`src/rtl/hazard_controller.sv`:
```
// hazard_controller: decode-stage hazard detection for the 5-stage datapath.
// A private two-slot shadow pipeline (EX, MEM) remembers the destinations of
// the instructions ahead of decode. Control outputs are combinational from
// that shadow state and the decode fields. Taken branches take priority over
// stalls, because the stalled instruction is being killed anyway.
//
// Handshake note: there is no valid/ready pair here. id_valid qualifies the
// decode fields in the same cycle. branch_taken is a single-cycle strobe.
// The controls are meaningful in every cycle.
module hazard_controller #(
    parameter bit FORWARDING = 1'b1,
    parameter int CNT_W      = 16
) (
    input  logic             clk,
    input  logic             reset,
    input  logic             id_valid,
    input  logic [4:0]       ID_Rn,
    input  logic [4:0]       ID_Rm,
    input  logic [4:0]       ID_Rd,
    input  logic             Reg2Loc,
    input  logic             id_uses_a,
    input  logic             id_uses_b,
    input  logic             id_reg_write,
    input  logic             id_mem_read,
    input  logic             branch_taken,
    output logic             pc_write,
    output logic             ifid_write,
    output logic             idex_bubble,
    output logic             ifid_flush,
    output logic             stall_active,
    output logic [CNT_W-1:0] stall_count,
    output logic [CNT_W-1:0] flush_count
);

    localparam logic [4:0] XZR = 5'd31;

    // Shadow pipeline slots
    logic       ex_valid;
    logic [4:0] ex_rd;
    logic       ex_reg_write;
    logic       ex_mem_read;
    logic       mem_valid;
    logic [4:0] mem_rd;
    logic       mem_reg_write;

    logic [4:0] src_b;
    logic       a_ex;
    logic       b_ex;
    logic       a_mem;
    logic       b_mem;
    logic       load_use;
    logic       raw_any;
    logic       hazard;

    assign src_b = Reg2Loc ? ID_Rm : ID_Rd;

    // Source/slot matches; XZR never creates a dependency
    assign a_ex  = id_uses_a && ex_valid && ex_reg_write && (ex_rd == ID_Rn) && (ID_Rn != XZR);
    assign b_ex  = id_uses_b && ex_valid && ex_reg_write && (ex_rd == src_b) && (src_b != XZR);
    assign a_mem = id_uses_a && mem_valid && mem_reg_write && (mem_rd == ID_Rn) && (ID_Rn != XZR);
    assign b_mem = id_uses_b && mem_valid && mem_reg_write && (mem_rd == src_b) && (src_b != XZR);

    assign load_use = id_valid && ex_mem_read && (a_ex || b_ex);
    assign raw_any  = id_valid && (a_ex || b_ex || a_mem || b_mem);
    assign hazard   = FORWARDING ? load_use : raw_any;

    // Control decision: taken branch, then hazard, then normal flow
    always_comb begin
        pc_write     = 1'b1;
        ifid_write   = 1'b1;
        idex_bubble  = 1'b0;
        ifid_flush   = 1'b0;
        stall_active = 1'b0;
        if (branch_taken) begin
            idex_bubble = 1'b1;
            ifid_flush  = 1'b1;
        end else if (hazard) begin
            pc_write     = 1'b0;
            ifid_write   = 1'b0;
            idex_bubble  = 1'b1;
            stall_active = 1'b1;
        end
    end

    // Shadow pipeline advance: MEM takes EX, EX takes decode unless bubbled
    always_ff @(posedge clk) begin
        if (!reset) begin
            ex_valid      <= 1'b0;
            ex_rd         <= 5'd0;
            ex_reg_write  <= 1'b0;
            ex_mem_read   <= 1'b0;
            mem_valid     <= 1'b0;
            mem_rd        <= 5'd0;
            mem_reg_write <= 1'b0;
        end else begin
            mem_valid     <= ex_valid;
            mem_rd        <= ex_rd;
            mem_reg_write <= ex_reg_write;
            if (id_valid && !idex_bubble) begin
                ex_valid     <= 1'b1;
                ex_rd        <= ID_Rd;
                ex_reg_write <= id_reg_write;
                ex_mem_read  <= id_mem_read;
            end else begin
                ex_valid <= 1'b0;
            end
        end
    end

    // Saturating event counters for performance debug
    always_ff @(posedge clk) begin
        if (!reset) begin
            stall_count <= '0;
            flush_count <= '0;
        end else begin
            if (stall_active && (stall_count != {CNT_W{1'b1}})) begin
                stall_count <= stall_count + CNT_W'(1);
            end
            if (branch_taken && (flush_count != {CNT_W{1'b1}})) begin
                flush_count <= flush_count + CNT_W'(1);
            end
        end
    end

endmodule

```
`config.mk`:
```
export PLATFORM = sky130hd
export DESIGN_NAME = hazard_controller
export DESIGN_NICKNAME = d
export VERILOG_FILES = /design/src/rtl/hazard_controller.sv
export SDC_FILE = /design/constraint.sdc
export NUM_CORES = 1
export LEC_CHECK = 0
export ABC_CLOCK_PERIOD_IN_PS = 2840
export BUFFER_PORTS_ARGS = -buffer_cell sky130_fd_sc_hd__buf_2
export CAP_MARGIN = 20
export CELL_PAD_IN_SITES_DETAIL_PLACEMENT = 1
export CELL_PAD_IN_SITES_GLOBAL_PLACEMENT = 2
export CORE_ASPECT_RATIO = 1.1
export CORE_MARGIN = 5
export CORE_UTILIZATION = 25
export DETAILED_ROUTE_END_ITERATION = 8
export PLACE_DENSITY = 0.79
export SYNTH_ARGS = -nofsm -noshare
export SYNTH_HDL_FRONTEND = slang
export SYNTH_SLANG_ARGS = --single-unit
```
`constraint.sdc`:
```
create_clock -name clk -period 2.84 [get_ports clk]
set_input_delay 0.142 -clock clk [delete_from_list [all_inputs] [get_ports clk]]
set_output_delay 0.142 -clock clk [all_outputs]
set_load 0.02 [all_outputs]
```
==> flow_metrics.py <==
metrics = {
    "run_status": {
        "status": "finished clean",
    },
    "sta": {
        "fin_tns_setup_ns": 0,
        "relSlewSlack": 0.342,
        "rsz0062_at_grt": "false",
        "maxSlewViolCount": 0,
        "skew_ns": 0.00491,
        "tightest_slew_ns": 0.986,
        "fin_crit_sh": 0.835,
        "clock.fmax_mhz": 422,
        "final_hold_viol_count": 0,
        "setup_violations": 0,
        "fin_crit_ns": 2.37,
    },
    "detailed_routing": {
        "dr.pass1.iters": 4,
        "detail-route-antenna-nets": 0,
        "routed_via_density": 5.02,
        "num_vias": 2163,
        "drt_iter0_drc": 40,
        "wire_per_inst_um": 15.2,
        "wirelength_um": 6550,
        "drc_errors": 0,
    },
    "clock_tree": {
        "cts_max_level": 2,
        "cts_tree": "yes",
        "cts_resized": 0,
        "cts_max_path_buffers": 2,
        "cts.sinks": 40,
        "cts_buffers": 5,
        "post-cts-setup-buffers": 0,
        "cts.clk_slew.worst_paths_ns": 0.08,
        "root_buffer": "clkbuf_8",
        "clkLatencyLatePin_ns": 0.29,
        "ctsHoldBuffers": 0,
    },
    "synth": {
        "syn_nets": 291,
        "ys_seq_elements": 40,
        "ys_types": 42,
        "ys_warn_count": 0,
        "synth.avg_cell_area_sq_um": 8.23,
        "synth_seq_area_share": 0.367,
        "synth_cells": 265,
        "netlist_area_sq_um": 2180,
    },
    "setup_path": {
        "worstPathCellList": "xnor2_1 > nand4_1 > or3_1 > o21a_1 > nor2_1 > inv_1 > buf_2",
        "critPathLaunchType": "flip-flop",
        "critPathMaxFanout": 22,
        "arrival_ns": 2.23,
        "max_stage_delay_ns": 0.40,
        "critPathSlowestCell": "or3_1",
        "endpoint_kind": "output port",
        "worst-setup-path-type": "reg2out",
        "required_ns": 2.70,
    },
    "power": {
        "ir_drop_uv": 174,
        "finalPower_mw": 1.06,
        "p_per_area_nw_per_um2": 402,
        "p_leak_nw": 1.05,
    },
    "grt": {
        "grt_pass1_wl_um": 11100,
        "grt_max_degree": 30,
        "grt_usage": 0.125,
        "antenna_found_initial": 0,
        "grt_overflow": 0,
        "grt_pass1_vias": 2304,
    },
    "placement": {
        "place_area_sq_um": 2560,
        "portBuffers": 60,
        "dp_hpwl_um": 4970,
        "place_congestion": 0.760,
    },
    "cells_and_area": {
        "fill_cells": 1035,
        "n_antenna_cell": 0,
        "drive_above_1_share": 0.222,
        "final_common_cell": "buf_2",
        "syn2layout_area_growth_pct": 21.3,
        "final_cell_mix": "buf_2, dfxtp_1, nor2_1, a21oi_1, nand3_1",
        "nNetsFinal": 345,
        "final_cell_area_sq_um": 2650,
    },
    "die": {
        "row_count": 35,
        "start_util": 0.258,
        "die-area_sq_um": 10700,
        "core_sq_um": 8450,
        "num_io_pins": 61,
        "die_y_um": 108,
        "dieWidth_um": 99.1,
    },
    "job": {
        "max-cap-violations": 0,
    },
    "min_path": {
        "min_path_type": "in2reg",
    },
}
-- metal layers --
layer / wire length [um] / GRT usage / vias to the layer above
li1: - / - / 1084
met1: 2880 / 0.148 / 1022
met2: 3250 / 0.226 / 50
met3: 346 / 0.0277 / 7
met4: 71 / 0.0371 / 0
met5: 0 / 0 / -
-- worst max-delay path: cells and delay by family (launching register included) --
family	cells	cell delay, ns
AND/OR/NAND/NOR	3	0.81
flip-flops	1	0.38
AO/OA/AOI/OAI	1	0.37
buffers and inverters	2	0.23
XOR/XNOR	1	0.14
-- report_power, final --
| group | internal, mW | switching, mW |
|---|---|---|
| Clock | 0.199 | 0.198 |
| Combinational | 0.0357 | 0.0542 |
| Sequential | 0.569 | 0.00851 |
| Total | 0.803 | 0.261 |
-- cells by family (layout without fill, tap and decap cells) --
kind of cell	Yosys count	count (layout)	synth area share
flip-flops	40	40	0.367
buffers and inverters	25	80	0.0533
AND/OR/NAND/NOR	116	116	0.290
AO/OA/AOI/OAI	57	57	0.173
XOR/XNOR	17	17	0.0682
multiplexers	8	8	0.0367
adder cells (fa/ha/maj)	2	2	0.0115
-- flip-flops by register name, summed over array words and instances (netlist names) --
signal        cells
stall_count      16
ex_mem_read       1
ex_reg_write      1
flush_count      16
ex_rd             5
ex_valid          1
-- area by class of cell --
type                    instances  area (sq um)  area share
repair buffers                 62           315       0.119
inverters                      10          37.5      0.0142
well taps                     111           139      0.0525
clock buffers                   8          90.1      0.0340
multi-input cells             200          1260       0.478
flip-flops and latches         40           801       0.302
-- synthesized netlist by cell type, drive strengths merged --
cell type / n / area (sq um)
and4: 6 / 52.6
o21ai: 12 / 60.1
a211oi: 1 / 7.51
a31o: 1 / 8.76
inv: 10 / 37.5
o31a: 1 / 8.76
o2111ai: 4 / 35.0
nor4: 1 / 6.26
or4: 7 / 52.6
o211a: 1 / 10.0
a32o: 1 / 10.0
mux2i: 8 / 80.1
a41o: 4 / 40.0
clkbuf: 10 / 37.5
a21o: 2 / 15.0
dfxtp: 40 / 801
and3: 9 / 56.3
nand2: 16 / 60.1
nand2b: 4 / 25.0
nand3: 19 / 95.1
nor3: 5 / 25.0
o31ai: 6 / 45.0
nor3b: 1 / 7.51
o311ai: 1 / 8.76
nor2: 20 / 75.1
ha: 2 / 25.0
or3: 4 / 25.0
nand4: 14 / 87.6
xnor2: 13 / 114
o41ai: 1 / 8.76
nor2b: 2 / 12.5
o311a: 1 / 10.0
xor2: 4 / 35.0
a21oi: 19 / 95.1
nand4b: 1 / 8.76
o21a: 2 / 15.0
and2: 5 / 31.3
buf: 5 / 41.3
or2: 2 / 12.5
-- per-stage QoR --
stage               instances  setup WS [ns]  hold slack [ns]   util
floorplan                 265          0.525            0.272      -
global placement          423          0.557            0.381  0.303
detailed placement        423          0.520            0.393  0.303
CTS                       431          0.384           0.0800  0.313
global route              431          0.247           0.0932  0.313
finish                    431          0.469           0.0885  0.313
-- worst paths after layout --
check	startpoint	end	slack (ns)	cells past startpoint
max	ex_rd[2]	ifid_write	0.47	7
min	ID_Rd[4]	ex_rd[4]	0.09	3
max reg2reg	stall_count[2]	stall_count[7]	0.57	6
min reg2reg	stall_count[4]	stall_count[4]	0.50	2
Power figures use the tool's default switching activity.
